[config.mk]
export PLATFORM = sky130hd
export DESIGN_NAME = adventure_move_sequencer
export DESIGN_NICKNAME = d
export VERILOG_FILES = /design/src/rtl/adventure_move_sequencer.sv
export SDC_FILE = /design/constraint.sdc
export NUM_CORES = 1
export LEC_CHECK = 0
export ABC_AREA = 1
export CAP_MARGIN = 20
export CORE_ASPECT_RATIO = 1.1
export CORE_UTILIZATION = 32
export DETAILED_ROUTE_END_ITERATION = 10
export REMOVE_ABC_BUFFERS = 1
export SETUP_SLACK_MARGIN = 0.02
export SYNTH_ARGS = -nofsm -noshare
export SYNTH_HDL_FRONTEND = slang
export SYNTH_SLANG_ARGS = --single-unit
[constraint.sdc]
create_clock -name clk -period 2.11 [get_ports clk]
set_clock_uncertainty 0.05 [all_clocks]
set_input_delay 0.211 -clock clk [delete_from_list [all_inputs] [get_ports clk]]
set_output_delay 0.211 -clock clk [all_outputs]
set_load 0.01 [all_outputs]
[src/rtl/adventure_move_sequencer.sv]
// Two-player move arbiter and game-result sequencer in front of the
// adventure room FSM: one move pulse at a time, result hold, then restart.
module adventure_move_sequencer #(
    parameter int MOVE_LIMIT     = 31,
    parameter int HOLD_CYCLES    = 8,
    parameter int RESTART_CYCLES = 2
) (
    input  logic       clk,
    input  logic       reset,
    input  logic [3:0] p0_dir,
    input  logic       p0_valid,
    output logic       p0_ready,
    input  logic [3:0] p1_dir,
    input  logic       p1_valid,
    output logic       p1_ready,
    input  logic       win,
    input  logic       die,
    output logic [3:0] game_dir,
    output logic       game_rst,
    output logic [7:0] move_count,
    output logic [1:0] result,
    output logic       bad_move,
    output logic       last_grant
);

    localparam logic [2:0] ACCEPT  = 3'd0;
    localparam logic [2:0] ISSUE   = 3'd1;
    localparam logic [2:0] SETTLE  = 3'd2;
    localparam logic [2:0] HOLD    = 3'd3;
    localparam logic [2:0] RESTART = 3'd4;

    logic [2:0]  state;
    logic [2:0]  state_n;
    logic [15:0] cnt;
    logic [3:0]  dir_q;
    logic        xfer0;
    logic        xfer1;
    logic        xfer;
    logic        sel0;
    logic        sel1;
    logic [3:0]  xdir;
    logic        xdir_ok;
    logic        at_limit;

    assign xfer0 = (state == ACCEPT) & p0_ready & p0_valid;
    assign xfer1 = (state == ACCEPT) & p1_ready & p1_valid;
    assign xfer  = xfer0 | xfer1;

    // On a tie the player that did not win last time gets the grant.
    assign sel1 = p1_valid & (~p0_valid | ~last_grant);
    assign sel0 = p0_valid & ~sel1;

    assign xdir     = xfer1 ? p1_dir : p0_dir;
    assign xdir_ok  = (|xdir) & ~(|(xdir & (xdir - 4'd1)));
    assign at_limit = (move_count == 8'(MOVE_LIMIT));

    assign game_dir = (state == ISSUE) ? dir_q : 4'b0000;
    assign game_rst = (state == RESTART);

    always_comb begin
        state_n = state;
        case (state)
            ACCEPT:  if (xfer && xdir_ok) state_n = ISSUE;
            ISSUE:   state_n = SETTLE;
            SETTLE:  state_n = (win | die | at_limit) ? HOLD : ACCEPT;
            HOLD:    if (cnt == 16'd1) state_n = RESTART;
            RESTART: if (cnt == 16'd1) state_n = ACCEPT;
            default: state_n = RESTART;
        endcase
    end

    always_ff @(posedge clk) begin
        if (!reset) begin
            state      <= RESTART;
            cnt        <= 16'(RESTART_CYCLES);
            dir_q      <= 4'b0000;
            p0_ready   <= 1'b0;
            p1_ready   <= 1'b0;
            move_count <= 8'd0;
            result     <= 2'b00;
            bad_move   <= 1'b0;
            last_grant <= 1'b1;
        end else begin
            state    <= state_n;
            // Ready is registered; requesters hold valid until it arrives.
            p0_ready <= (state_n == ACCEPT) & ~xfer & sel0;
            p1_ready <= (state_n == ACCEPT) & ~xfer & sel1;
            bad_move <= xfer & ~xdir_ok;
            if (xfer) begin
                last_grant <= xfer1;
                dir_q      <= xdir;
            end
            case (state)
                ISSUE: begin
                    if (move_count != 8'hff) move_count <= move_count + 8'd1;
                end
                SETTLE: begin
                    if (win)           result <= 2'b01;
                    else if (die)      result <= 2'b10;
                    else if (at_limit) result <= 2'b11;
                    cnt <= 16'(HOLD_CYCLES);
                end
                HOLD: begin
                    if (cnt == 16'd1) cnt <= 16'(RESTART_CYCLES);
                    else              cnt <= cnt - 16'd1;
                end
                RESTART: begin
                    if (cnt == 16'd1) begin
                        move_count <= 8'd0;
                        result     <= 2'b00;
                    end else begin
                        cnt <= cnt - 16'd1;
                    end
                end
                default: ;
            endcase
        end
    end

endmodule

# After elaboration in Yosys (flattened, before gate mapping)
# Index checks and enable logic that the tools add are counted.
[totals] regBits=37 elab_cells=74 in_bits=14 output_inout_bits=19
[classes] n_reduce_logical=11 n_mux=18 bitwise_logic=22 addsub=3 n_eq_ne=11
[op_table] op="$pmux 16 s3" n=1
[op_table] op="$mux 16" n=2
[op_table] op="$eq 16x1->1 const B" n=1
[op_table] op="$mux 8" n=2
[op_table] op="$pmux 8 s2" n=1
[op_table] op="$sub 16x1->16 const B" n=1
[op_table] op="$pmux 3 s5" n=1
[op_table] op="$and 1x1->1" n=11
[op_table] op="$mux 2" n=5
[op_table] op="$mux 3" n=3
[op_table] op="$add 8x1->8 const B" n=1
[op_table] op="$eq 8x5->1 const B" n=1
[op_table] op="$mux 4" n=2
[op_table] op="$ne 8x8->1 const B" n=1
[op_table] op="$reduce_or 4->1" n=2
[op_table] op="$eq 3x2->1 const B" n=2
[op_table] op="$logic_not 3->1" n=2
[op_table] op="$not 1->1" n=6
[op_table] op="$reduce_and 3->1" n=2
[op_table] op="$and 4x4->4" n=1
[op_table] op="$ne 2x1->1 const B" n=2
[op_table] op="$ne 4x4->1 const B" n=1
[op_table] op="$or 1x1->1" n=4
[op_table] op="$pmux 2 s2" n=1
[op_table] op="8 further kinds" n=9

# Longest topological paths before layout
# Gate-level depths: netlist (run 1).
[depth] depth_word=15 ltp_mapped=12 ltp_nobuf=11

# Worst setup path after synthesis (run 1)
# Ideal clock, no wire load.
[synth_path] kind="register -> register" start="register move_count[1]" end="register move_count[7]" path_slack_ps=565 stages_incl_launch_ff=11 t_required_ps=1928 t_arrival_ps=1363 setup_time_ps=132 path_cell_list="dfxtp_1 ha_1 nand2_1 nor2_1 nand2_1 nor2_1 a21oi_2 nand2_4 clkinv_2 nand2_1 a21oi_1"
[synth_between] elab_chain_cells=3
[synth_rtl] element="start, declared" line_no="20" rtl="output logic [7:0] move_count,"
[synth_rtl] element="start signal, assigned" line_no="95" rtl="if (move_count != 8'hff) move_count <= move_count + 8'd1;"
[synth_rtl] element="$add 8x1->8 / $ne 8x8->1 (equally long branches)" line_no="95"
[synth_rtl] element="$mux 8 / $ne 2x1->1 (equally long branches)"
[synth_rtl] element="$pmux 8 s2 / $reduce_and 3->1 (equally long branches)"
# Parallel ways exist; a longest one is shown, timed or not. The select of a mux whose other input is x is not followed.
# A chain may end at the register's enable or synchronous reset.

# Worst setup path in the final report (run 1)
[layout_path] start="register state[1]" end="output game_rst"
[layout_between] elab_chain_cells=1
[layout_rtl] element="start, declared" line_no="32" rtl="logic [2:0] state;"
[layout_rtl] element="start signal, assigned" line_no="84" rtl="state <= state_n;"
[layout_rtl] element="$eq 3x3->1" line_no="58" rtl="assign game_rst = (state == RESTART);"
[layout_rtl] element="end, declared" line_no="19" rtl="output logic game_rst,"
# No other way between the ends.

==> results.ini, run 1 <==
[clock_network]
cts_buffer_depth = 2
cts_buffers = 5
cts_tree = yes
cts_max_level = 2
cts_root_buf = clkbuf_8
numClockSinks = 37
path_clk_slew_ns = 0.07
cts_setup_buffers = 0
clk_latency_ns = 0.29

[pwr]
ir_drop_mv = 0.4308
power.leakage_nw = 1.180
p_int_mw = 1.689
cellPowerDensity_nw_per_um2 = 1058
switchingPower_mw = 1.239
seqPwrFrac_pct = 32.7
switching_share_pct = 42.31
clkPwrFrac_pct = 21.7
combPwrFrac_pct = 45.6

[worst_setup_path]
crit_path_end_kind = primary output
critical_path.cell_chain = nor2_4, nand2_4, inv_4, clkdlybuf4s50_1
worst-path-max-fanout = 12
critPathBufInv = 2
slowest_delay_ns = 0.56
critPathRequiredTime_ns = 1.85
crit_family = buffers and inverters
slowest_stage = clkdlybuf4s50_1
start_kind = flip-flop
crit_type = flip-flop to primary output
arrival_ns = 1.74

[timing]
clock.fmax_mhz = 499.7
tns_ns = 0
finalSetupViolations = 0
slew_violations = 0
worstMarginPinSlew_ns = 0.4867
whs_ns = 0.4292
hold_viol = 0
finalCritPeriodShare_pct = 94.84
period_needed_ns = 2.001
relSlewSlack_pct = 67.43
rsz0062_at_grt = false

[synthesis]
syn_inst = 341
synth.distinct_cells = 31
synth_area_leaders = dfxtp_1, nand2_1, nor2_1
synth-seq-cells = 37
ys_seq_area_share_pct = 33.02
ys_warn_count = 0
mappedNetlistArea_um2 = 2243
synth_top_area_share_pct = 33.02
avgSynthCellArea_um2 = 6.579
synth_top_area_cell = dfxtp_1

[floorplanning]
initial_utilization_pct = 33.63
io_pins = 33
die_area_um2 = 7350
die_w_um = 81.83
dieHeight_um = 89.82
coreArea_um2 = 6671
rows = 31

[cells_and_area]
areaGrowthSynthToFinish_pct = 23.31
diodes = 0
nFillCells = 724
drive_gt1_share_pct = 10.32
nets = 394

[placed_design]
hpwl_mm = 3.734
gp_congestion = 0.7966
io_buffers = 32

[route]
via_per_inst = 4.589
detail-route-antenna-nets = 0
vias = 2111
dr.pass1.iters = 4
drt-total-wl_mm = 4.934
drt-initial-drc-count = 60
drt_drc_violations_left = 0
wl_per_cell_um = 10.73

[global_route]
grt_usage_pct = 14.89
antenna_found_initial = 0
grt_max_degree = 14
grt_pass1_wl_mm = 8.694
overflow = 0
grt_pass1_vias = 1990

[flow_run]
maxCapViolCount = 0

[outcome]
status = completed

[worst_hold_path]
worst_hold_path_type = flip-flop to flip-flop

## power groups by stage
stage,sequential (mW),combinational (mW),clock (mW)
finish,0.957,1.34,0.635
global route,0.980,1.53,0.688
CTS,0.958,1.35,0.659
detailed placement,0.973,1.34,0
global placement,0.973,1.32,0
floorplan,0.948,1.08,0
## synth_stat cells (all sizes together)
cell type  number
a21oi          29
buf             4
clkbuf          2
clkinv          1
dfxtp          37
ha              3
inv            37
nand2         107
nand3          25
nand4           7
nor2           57
nor3            6
nor3b           1
o211ai          1
o21ai          13
or2             3
xnor2           3
xor2            5
## layout by cell type (no fill, tap or decap), drive strengths merged
cell           instances
a21oi                 29
buf                    3
bufinv                 1
clkbuf                 7
clkdlybuf4s50         32
clkinv                 1
dfxtp                 37
ha                     3
inv                   37
nand2                107
nand3                 25
nand4                  7
nor2                  57
nor3                   6
nor3b                  1
o211ai                 1
o21ai                 13
or2                    3
xnor2                  3
xor2                   5
## layout make-up
cell class / count / area, um^2 / area share (%)
multi-input cells: 260 / 1316 / 47.58
flip-flops and latches: 37 / 742.0 / 26.82
repair buffers: 35 / 342.8 / 12.39
inverters: 38 / 146.4 / 5.292
well taps: 82 / 102.6 / 3.709
clock buffers: 7 / 86.33 / 3.121
clock inverters: 1 / 30.03 / 1.085
## sequential cells by signal, indices dropped and copies added (netlist names)
| register | count |
|---|---|
| last_grant | 1 |
| state | 3 |
| move_count | 8 |
| dir_q | 4 |
| cnt | 16 |
| result | 2 |
| bad_move | 1 |
| p1_ready | 1 |
| p0_ready | 1 |
## repair_timing
| action | CTS | global route |
|---|---|---|
| setup endpoints to repair | 0 | 4 |
| gates resized for setup | 0 | 1 |
| hold buffers | 0 | 0 |
## kinds of logic after synthesis
logic type	synth area share, %
simple gates	43.33
xor+xnor	3.123
compound gates	10.54
fa+ha+maj	1.673
flops	33.02
buf+inv	8.310
## layer usage
metal  global-route usage (%)  up-vias  routed length [um]
li1                         -     1152                   -
met1                    18.90      922                2401
met2                    24.38       31                2330
met3                    3.452        6                 144
met4                    4.678        0                  57
met5                        0        -                   0
## worst register-to-register path: stages (launching register included)
cell and delay, ns:
dfxtp_1 0.39, nor2_4 0.22, nand2_4 0.11, inv_4 0.16
nor2_1 0.08, a21oi_2 0.21, nand2_4 0.13, clkinv_2 0.12
nand3_1 0.07, a21oi_1 0.12
## per-stage QoR
stage | total power, mW | setup WS [ns] | util [%] | cells | instance area, um^2
floorplan | 2.024 | 0.5564 | - | 335 | 2203
global placement | 2.294 | 0.3226 | 39.70 | 452 | 2649
detailed placement | 2.310 | 0.2749 | 39.70 | 452 | 2649
CTS | 2.963 | 0.08661 | 41.45 | 460 | 2765
global route | 3.201 | 0.04329 | 41.47 | 460 | 2766
finish | 2.928 | 0.1090 | 41.47 | 460 | 2766
## worst paths after layout
| kind | startpoint | end | slack [ns] | cells after the start |
|---|---|---|---|---|
| worst min-delay path | result[0] | result[0] | 0.43 | 2 |
| worst max-delay path | state[1] | game_rst | 0.11 | 4 |
| worst min register to register | result[0] | result[0] | 0.43 | 2 |
| worst max register to register | state[1] | move_count[2] | 0.39 | 9 |
Note: power is estimated with default switching activity, not from simulation.
==> run 2: changes to the inputs <==
Settings changed: GPL_ROUTABILITY_DRIVEN set to 0, HOLD_SLACK_MARGIN set to 0.03.
==> results of run 2 <==
Same layout as run 1: the final DEF is identical, and so are final timing and power.
==> run 3: changes to the inputs <==
Settings changed: CAP_MARGIN 20 to not set, SKIP_LAST_GASP set to 1.
==> results of run 3 <==
Same layout as run 1: the final DEF is identical, and so are final timing and power.
